File: src/rtl/can_bit_sampler.sv
// ---------------------------------------------------------------------------
// can_bit_sampler
//
// Purpose:
//   CAN bit-timing engine. It synchronises the raw RX line and runs the
//   SYNC / SEG1 / SEG2 bit-time state machine on time-quantum strobes. It
//   samples the bus at the end of SEG1 and applies hard synchronisation and
//   soft resynchronisation on recessive-to-dominant edges.
//
// Parameters:
//   SYNC_STAGES   number of RX synchroniser flops (2 or 3)
//
// Ports:
//   clk           in   system clock, rising edge
//   rst           in   asynchronous active-high reset
//   tq_tick       in   one-cycle time-quantum strobe
//   rx            in   raw CAN RX line (1 = recessive), asynchronous
//   tseg1[3:0]    in   Prop_Seg+Phase_Seg1, length tseg1+1 TQ
//   tseg2[2:0]    in   Phase_Seg2, length tseg2+1 TQ
//   sjw[1:0]      in   sync jump width, sjw+1 TQ
//   hard_sync_en  in   next falling edge performs a hard sync
//   bit_start     out  pulse: new bit time begins
//   sample_point  out  pulse: rx_bit has just been updated
//   rx_bit        out  last sampled bit value
//   resync_done   out  pulse: a soft resync was applied
//
// Build option:
//   CAN_SAMPLE3_EN  when defined, rx_bit is the majority of the last three
//                   SEG1 samples. With only one or two samples, the last
//                   sample is used. When undefined, a single sample is taken.
// ---------------------------------------------------------------------------
module can_bit_sampler #(
    parameter int SYNC_STAGES = 2
) (
    input  logic       clk,
    input  logic       rst,
    input  logic       tq_tick,
    input  logic       rx,
    input  logic [3:0] tseg1,
    input  logic [2:0] tseg2,
    input  logic [1:0] sjw,
    input  logic       hard_sync_en,
    output logic       bit_start,
    output logic       sample_point,
    output logic       rx_bit,
    output logic       resync_done
);

    typedef enum logic [1:0] {
        ST_SYNC = 2'd0,
        ST_SEG1 = 2'd1,
        ST_SEG2 = 2'd2
    } state_t;

    logic [SYNC_STAGES-1:0] r_sync;
    logic                   r_rx_prev;
    logic                   r_edge_pend;
    state_t                 r_state;
    state_t                 w_state_nxt;
    // Lengthening can stretch SEG1 past 16 TQ, so the counter carries a
    // fifth bit to reach tseg1+ext without wrapping.
    logic [4:0]             r_cnt;
    logic [4:0]             w_cnt_nxt;
    logic [4:0]             r_ext;
    logic [4:0]             w_ext_nxt;
    logic [4:0]             r_shr;
    logic [4:0]             w_shr_nxt;
    logic                   r_resynced;
    logic                   w_resynced_nxt;
    logic                   r_rx_bit;
    logic                   r_bit_start;
    logic                   r_sample_point;
    logic                   r_resync_done;

    logic                   w_rx_s;
    logic                   w_edge;
    logic                   w_edge_evt;
    logic                   w_hard;
    logic                   w_soft_ok;
    logic                   w_new_bit;
    logic                   w_sample;
    logic                   w_resync;
    logic                   w_sample_val;
    logic [4:0]             w_sj;
    logic [4:0]             w_t2;
    logic [4:0]             w_ext_cand;
    logic [4:0]             w_ext_eff;
    logic [4:0]             w_shr_eff;

    // ------------------------------------------------------------------
    // RX synchroniser and falling-edge detection
    // ------------------------------------------------------------------
    // NOTE: sequential state uses non-blocking assignments so every flop
    // samples the pre-edge value of its source, independent of block order.
    always_ff @(posedge clk or posedge rst) begin
        if (rst) begin
            r_sync    <= '1;
            r_rx_prev <= 1'b1;
        end else begin
            r_sync    <= {r_sync[SYNC_STAGES-2:0], rx};
            r_rx_prev <= w_rx_s;
        end
    end

    assign w_rx_s     = r_sync[SYNC_STAGES-1];
    assign w_edge     = r_rx_prev & ~w_rx_s;
    // An edge on the same cycle as the tick is consumed by that tick.
    assign w_edge_evt = r_edge_pend | w_edge;

    assign w_sj       = {3'b000, sjw} + 5'd1;
    assign w_t2       = {2'b00, tseg2} + 5'd1;
    assign w_ext_cand = ((r_cnt + 5'd1) < w_sj) ? (r_cnt + 5'd1) : w_sj;
    assign w_hard     = tq_tick & w_edge_evt & hard_sync_en;
    assign w_soft_ok  = tq_tick & w_edge_evt & ~hard_sync_en & r_rx_bit & ~r_resynced;

    // ------------------------------------------------------------------
    // Bit-time state machine: next state and strobes
    // ------------------------------------------------------------------
    // NOTE: every variable written here gets a default first, so no path
    // leaves a value held and no latch is inferred.
    always_comb begin
        w_state_nxt    = r_state;
        w_cnt_nxt      = r_cnt;
        w_ext_nxt      = r_ext;
        w_shr_nxt      = r_shr;
        w_resynced_nxt = r_resynced;
        w_new_bit      = 1'b0;
        w_sample       = 1'b0;
        w_resync       = 1'b0;
        w_ext_eff      = r_ext;
        w_shr_eff      = r_shr;

        if (tq_tick) begin
            if (w_hard) begin
                w_state_nxt = ST_SEG1;
                w_cnt_nxt   = 5'd0;
                w_new_bit   = 1'b1;
            end else begin
                case (r_state)
                    ST_SYNC: begin
                        w_state_nxt = ST_SEG1;
                        w_cnt_nxt   = 5'd0;
                    end
                    ST_SEG1: begin
                        // A late edge lengthens SEG1. The new amount is
                        // already effective for this tick's end check.
                        if (w_soft_ok) begin
                            w_ext_eff      = w_ext_cand;
                            w_ext_nxt      = w_ext_cand;
                            w_resync       = 1'b1;
                            w_resynced_nxt = 1'b1;
                        end
                        if (r_cnt >= ({1'b0, tseg1} + w_ext_eff)) begin
                            w_state_nxt = ST_SEG2;
                            w_cnt_nxt   = 5'd0;
                            w_sample    = 1'b1;
                        end else begin
                            w_cnt_nxt = r_cnt + 5'd1;
                        end
                    end
                    ST_SEG2: begin
                        if (w_soft_ok && ({1'b0, w_t2} <= ({1'b0, r_cnt} + {1'b0, w_sj}))) begin
                            // The edge is close to the bit end, so the edge
                            // TQ becomes SYNC of the next bit.
                            w_state_nxt = ST_SEG1;
                            w_cnt_nxt   = 5'd0;
                            w_new_bit   = 1'b1;
                            w_resync    = 1'b1;
                        end else begin
                            if (w_soft_ok) begin
                                w_shr_eff      = w_sj;
                                w_shr_nxt      = w_sj;
                                w_resync       = 1'b1;
                                w_resynced_nxt = 1'b1;
                            end
                            // cnt >= T2-shr-1, rearranged to avoid underflow.
                            if (({1'b0, r_cnt} + {1'b0, w_shr_eff}) >= {3'b000, tseg2}) begin
                                w_state_nxt = ST_SYNC;
                                w_cnt_nxt   = 5'd0;
                                w_new_bit   = 1'b1;
                            end else begin
                                w_cnt_nxt = r_cnt + 5'd1;
                            end
                        end
                    end
                    default: begin
                        w_state_nxt = ST_SYNC;
                        w_cnt_nxt   = 5'd0;
                    end
                endcase
            end

            // A new bit time discards any adjustment from the previous one.
            if (w_new_bit) begin
                w_ext_nxt      = 5'd0;
                w_shr_nxt      = 5'd0;
                w_resynced_nxt = 1'b0;
            end
        end
    end

    // ------------------------------------------------------------------
    // Sample value
    // ------------------------------------------------------------------
`ifdef CAN_SAMPLE3_EN
    logic [1:0] r_hist;
    logic [1:0] r_nsamp;

    always_ff @(posedge clk or posedge rst) begin
        if (rst) begin
            r_hist  <= 2'b11;
            r_nsamp <= 2'd0;
        end else if (tq_tick) begin
            if (w_hard || (r_state != ST_SEG1)) begin
                r_nsamp <= 2'd0;
            end else begin
                r_hist <= {r_hist[0], w_rx_s};
                if (r_nsamp != 2'd2) begin
                    r_nsamp <= r_nsamp + 2'd1;
                end
            end
        end
    end

    // Two earlier samples in this SEG1 plus the current one: majority vote.
    assign w_sample_val = (r_nsamp == 2'd2) ?
                          ((r_hist[1] & r_hist[0]) | (r_hist[1] & w_rx_s) | (r_hist[0] & w_rx_s)) :
                          w_rx_s;
`else
    assign w_sample_val = w_rx_s;
`endif

    // ------------------------------------------------------------------
    // State registers and registered outputs
    // ------------------------------------------------------------------
    always_ff @(posedge clk or posedge rst) begin
        if (rst) begin
            r_state        <= ST_SYNC;
            r_cnt          <= 5'd0;
            r_ext          <= 5'd0;
            r_shr          <= 5'd0;
            r_resynced     <= 1'b0;
            r_edge_pend    <= 1'b0;
            r_rx_bit       <= 1'b1;
            r_bit_start    <= 1'b0;
            r_sample_point <= 1'b0;
            r_resync_done  <= 1'b0;
        end else begin
            r_state        <= w_state_nxt;
            r_cnt          <= w_cnt_nxt;
            r_ext          <= w_ext_nxt;
            r_shr          <= w_shr_nxt;
            r_resynced     <= w_resynced_nxt;
            r_bit_start    <= w_new_bit;
            r_sample_point <= w_sample;
            r_resync_done  <= w_resync;
            if (w_sample) begin
                r_rx_bit <= w_sample_val;
            end
            // Several edges between ticks collapse into one pending edge.
            if (tq_tick) begin
                r_edge_pend <= 1'b0;
            end else if (w_edge) begin
                r_edge_pend <= 1'b1;
            end
        end
    end

    assign bit_start    = r_bit_start;
    assign sample_point = r_sample_point;
    assign rx_bit       = r_rx_bit;
    assign resync_done  = r_resync_done;

endmodule

File: config.mk
export PLATFORM = sky130hd
export DESIGN_NAME = can_bit_sampler
export DESIGN_NICKNAME = d
export VERILOG_FILES = /design/src/rtl/can_bit_sampler.sv
export SDC_FILE = /design/constraint.sdc
export NUM_CORES = 1
export LEC_CHECK = 0
export CAP_MARGIN = 20
export CORE_MARGIN = 2
export CORE_UTILIZATION = 52
export CTS_CLUSTER_DIAMETER = 80
export DETAILED_ROUTE_END_ITERATION = 10
export PLACE_DENSITY = 0.85
export SLEW_MARGIN = 20
export SYNTH_ARGS = -nofsm -noshare
export SYNTH_HDL_FRONTEND = slang
export SYNTH_SLANG_ARGS = --single-unit
File: constraint.sdc
create_clock -name clk -period 8.6 [get_ports clk]
set_input_delay 0.86 -clock clk [delete_from_list [all_inputs] [get_ports clk]]
set_output_delay 0.86 -clock clk [all_outputs]
set_load 0.01 [all_outputs]
# --- After elaboration in Yosys (flattened, before gate mapping) ---
# Index checks and enable logic that the tools add are counted.
op_classes:
  addsub: 6
  reduce_logical: 10
  mul: 0
  n_lt_le_gt_ge: 4
  shift: 0
  muxes: 44
  n_bitwise: 10
  div_mod_pow: 0
  eq_ne: 7
op_table:
  columns: ["cell", "count"]
  rows:
  - ["$mux 5", 16]
  - ["$mux 1", 20]
  - ["$pmux 5 s2", 1]
  - ["$mux 2", 4]
  - ["$reduce_and 4->1", 2]
  - ["$add 5x3->6", 1]
  - ["$add 5x5->6", 1]
  - ["$and 1x1->1", 6]
  - ["$ge 6x3->1", 1]
  - ["$le 4x6->1", 1]
  - ["$ne 3x3->1 const B", 2]
  - ["$pmux 2 s3", 1]
  - ["$reduce_and 3->1", 2]
  - ["$reduce_bool 2->1", 3]
  - ["$add 4x5->5", 1]
  - ["$add 5x1->5 const B", 1]
  - ["$ge 5x5->1", 1]
  - ["$lt 5x3->1", 1]
  - ["$add 3x1->4 const B", 1]
  - ["$ne 2x1->1 const B", 2]
  - ["$ne 4x4->1 const B", 1]
  - ["$pmux 1 s2", 2]
  - ["$add 2x1->3 const B", 1]
  - ["$not 1->1", 3]
  - ["6 further kinds", 6]
word_totals:
  mem_bits_rw: 0
  latch_bits: 0
  inputBits: 14
  memories: 0
  elab_cells: 93
  out_inout_bits: 4
  mem_bits_ro: 0
  reg_bits: 26

# --- Logic depth before layout (Yosys ltp) ---
logic_depth:
  depth_word: 21
  mapped_depth: 18
  mapped_depth_nobuf: 18

# --- Least setup slack after synthesis ---
# OpenSTA, ideal clock, no wires.
synth_timing:
  path_type: "input to register"
  start: "input port sjw[0]"
  end: "register r_state[0]"
  path_slack_ns: 3.933
  path_buffers: 0
  arrival_ns: 4.542
  path_stages: 18
  required_ns: 8.475
  setup_time_ns: 0.125
  path_cell_list: "ha_1 inv_1 ha_1 a21o_1 a221oi_4 mux2i_1 o21a_1 inv_1 ha_1 fa_1 xnor2_1 ha_1 a21oi_1 o21ai_0 a21o_1 a211oi_1 nor3_1 mux2_2"
synth_via:
  elab_chain_cells: 11
  word_cells_on_any_way: 25
  cone_classes: "add/sub: 4; order compare: 4; eq/ne: 2; mux: 13; reduce/logical: 2"
synth_lines:
  columns: ["element", "line_no", "rtl"]
  rows:
  - ["from (decl)", "41", "input logic [1:0] sjw,"]
  - ["$add 2x1->3 (*)", "110", "assign w_sj = {3'b000, sjw} + 5'd1;"]
  - ["$lt 5x3->1", "112", "assign w_ext_cand = ((r_cnt + 5'd1) < w_sj) ? (r_cnt + 5'd1) : w_sj;"]
  - ["$mux 5", "112", null]
  - ["$mux 5", null, null]
  - ["$mux 5", "139", "case (r_state)"]
  - ["$mux 5", "134", "if (w_hard) begin"]
  - ["$mux 5", "133", "if (tq_tick) begin"]
  - ["$add 4x5->5", "153", "if (r_cnt >= ({1'b0, tseg1} + w_ext_eff)) begin"]
  - ["$ge 5x5->1", "153", null]
  - ["$ne 3x3->1 (no source line)", null, null]
  - ["$reduce_and 3->1 (no source line)", null, null]
  - ["to (signal assigned)", "249", "r_state <= w_state_nxt;"]
  - ["to (decl)", "58", "state_t r_state;"]
# Every way passes the cells marked *; elsewhere a longest branch is shown, timed or not. The select of a mux whose other input is x is not followed.
# A chain may end at the register's enable or synchronous reset.

# --- Worst setup path in the final report ---
# Ends and elaborated chain as after synthesis.

==> impl_metrics.ini <==
[outcome]
status = finished, final reports clean

[critical_path]
start_kind = input port
cp.depth = 19
timing.critical_path.buf_inv = 3
r2r_start = r_cnt[1]
crit_family = compound AO/OA/AOI/OAI gates
critPathKind = input port to flip-flop
worstSetupEndpointType = flip-flop
r2r_slack_ns = 3.91
worstPathCellList = clkdlybuf4s50_1 > ha_1 > inv_1 > ha_1 > a21o_1 > a221oi_4 > mux2i_1 > o21a_1 > inv_1 > ha_1 > fa_1 > xnor2_1 > ha_1 > a21oi_1 > o21ai_0 > a21o_1 > a211oi_1 > nor3_1 > mux2_2
rr_endpoint = r_state[0]
slowest_delay_ns = 0.46
ff2ff_path_depth = 17
arrival_ns = 5.38
crit_path_top_delay_cell = clkdlybuf4s50_1
cp_max_fo = 4
critical_path_required_ns = 8.76
cpMostUsedCell = ha_1

[power_and_ir_drop]
power_density_nw_per_um2 = 195
clkPwrFrac = 0.165
switching_share = 0.386
irDropWorstVdd_mv = 0.159
p_leak_nw = 1.25
internal_power_uw = 292
power_frac_comb = 0.497
p_sw_uw = 184
sequentialPowerShare = 0.337

[layout]
regArea_um2 = 656
multi_input_area_um2 = 1370
layout_commonest_cell = ha_1
final_cell_mix = 34 x ha_1, 24 x inv_1, 22 x nand2_1, 22 x dfrtp_1, 17 x clkdlybuf4s50_1
fin_area_um2 = 2440
final_core_util = 0.614
finalNetCount = 296
n_antenna_cell = 0
areaGrowthSynthToFinish_pct = 14.2
drive_gt1_frac = 0.0820
fillCellCount = 328

[logic_synthesis]
async_flop_share = 1.00
yosysSeqAreaShare = 0.307
synth_edf_count = 0
synth_flop_cell = dfrtp_1
synth_area_um2 = 2140
synth-seq-cells = 26
syn_nets = 276
syn_avg_cell_area_um2 = 9.49
synth_cells = 225
synth_cell_types = 45
ys_warn_count = 0

[place]
dpl.hpwl_um = 3490
routabilityCongestion = 0.827
port_buffers = 17
dpl_cell_area_um2 = 2360

[detailed_routing]
num_vias = 1679
first_iter_violations = 88
routed_wl_um = 4510
wl_per_cell_um = 15.3
dr.pass1.iters = 4
drc = 0
ant_nets = 0
viasPerCell = 5.71

[clock_tree]
cts_resized = 0
cts_root_buf = clkbuf_8
cts_buffers = 3
cts_sinks = 26
cts_tree = yes
clockBufferDepth = 2
clock_latency_ns = 0.27
ctsHoldBuffers = 0
post_cts_buffers = 0
htree_levels = 1
path_clk_slew_ns = 0.09

[global_routing]
grt_pass1_vias = 1604
overflow = 0
grt_max_degree = 27
grt_antenna_before_repair = 0
grtUsageTotal = 0.217
grt_pass1_wl_um = 7550

[sta]
finalHoldViolCount = 0
period_minus_slack_ns = 5.22
slew_violations = 0
max_freq_ghz = 0.192
finClkSkew_ns = 0.00201
rsz0062_at_grt = false
whs_ns = 0.362
tns_ns = 0
slew_headroom = 0.594
period_share = 0.607
finalSetupViolations = 0
tightestPinTransition_ns = 0.609

[die]
start_util = 0.538
die_y_um = 68.1
die_x_um = 68.1
num_io_pins = 18
core-area_um2 = 3970
die-area_um2 = 4640
rows = 23

[flow_run]
drv_cap = 0

[worst_hold_path]
hold_end = r_sync[1]
hold_path.startpoint = r_sync[0]
min_path_cells = 0
hp-class = flip-flop to flip-flop
## cell usage after synthesis, types with 2 or more instances
cell type | n | area share
ha_1 | 34 | 0.20
mux2i_1 | 5 | 0.023
dfrtp_1 | 22 | 0.26
xor2_1 | 5 | 0.021
nand3_1 | 4 | 0.0094
nand2b_1 | 6 | 0.018
inv_1 | 25 | 0.044
o221ai_1 | 3 | 0.012
a21boi_0 | 2 | 0.0070
nor2b_1 | 6 | 0.018
dfstp_2 | 4 | 0.049
xnor2_1 | 3 | 0.012
and3_1 | 3 | 0.0088
o2bb2ai_1 | 2 | 0.0082
a21oi_1 | 13 | 0.030
clkbuf_1 | 3 | 0.0053
mux2_2 | 3 | 0.016
a211oi_1 | 2 | 0.0070
fa_1 | 3 | 0.028
o21ai_0 | 12 | 0.028
a21o_1 | 7 | 0.025
and2_1 | 5 | 0.015
nor2_1 | 4 | 0.0070
nand2_1 | 22 | 0.039
o21a_1 | 4 | 0.014
o22ai_1 | 4 | 0.012
## area by class of cell
cell class | instances | share of cell area
clock buffer | 4 | 0.0226
timing repair buffer | 18 | 0.0810
sequential | 26 | 0.269
multi-input combinational | 170 | 0.562
tap | 50 | 0.0256
inverter | 26 | 0.0400
## kinds of logic after synthesis
| kind of cell | share of synthesized area |
|---|---|
| simple gates | 0.145 |
| xor+xnor | 0.0328 |
| mux | 0.0392 |
| flops | 0.307 |
| buf+inv | 0.0510 |
| compound gates | 0.198 |
| fa+ha+maj | 0.227 |
## through the flow
step           std cells  power, mW  setup WS, ns
2_1_floorplan        225      0.334          3.93
6_report             294      0.476          3.38
5_1_grt              294      0.515          3.06
4_1_cts              293      0.477          3.41
3_3_place_gp         289      0.384          3.29
3_5_place_dp         289      0.395          3.15
## how the worst max path moves through the flow
stage / startpoint / to / slack (ns)
3_3_place_gp: tq_tick / r_ext[2] / 3.29
5_1_grt: sjw[0] / r_state[0] / 3.06
4_1_cts: sjw[0] / r_state[0] / 3.41
3_5_place_dp: sjw[0] / r_state[0] / 3.15
2_1_floorplan: sjw[0] / r_state[0] / 3.93
6_report: sjw[0] / r_state[0] / 3.38
## state kept, by name, summed over array words and instances, names as in the netlist
signal        count
r_cnt             5
resync_done       1
rx_bit            1
r_state           2
r_resynced        1
bit_start         1
sample_point      1
r_rx_prev         1
r_shr             5
r_edge_pend       1
r_sync            2
r_ext             5
## power groups by stage
stage	clock (mW)	combinational, mW	sequential [mW]
floorplan	0	0.175	0.159
global placement	0	0.222	0.161
detailed placement	0	0.233	0.163
CTS	0.0814	0.235	0.160
global route	0.0871	0.265	0.163
finish	0.0787	0.237	0.161
## routing by layer
metal	track usage	vias up	routed length, um
met5	0	-	0
met4	0.0550	0	58
met3	0.0378	10	129
met1	0.290	807	2120
li1	-	833	-
met2	0.364	29	2190
(Power assumes the default switching activity.)
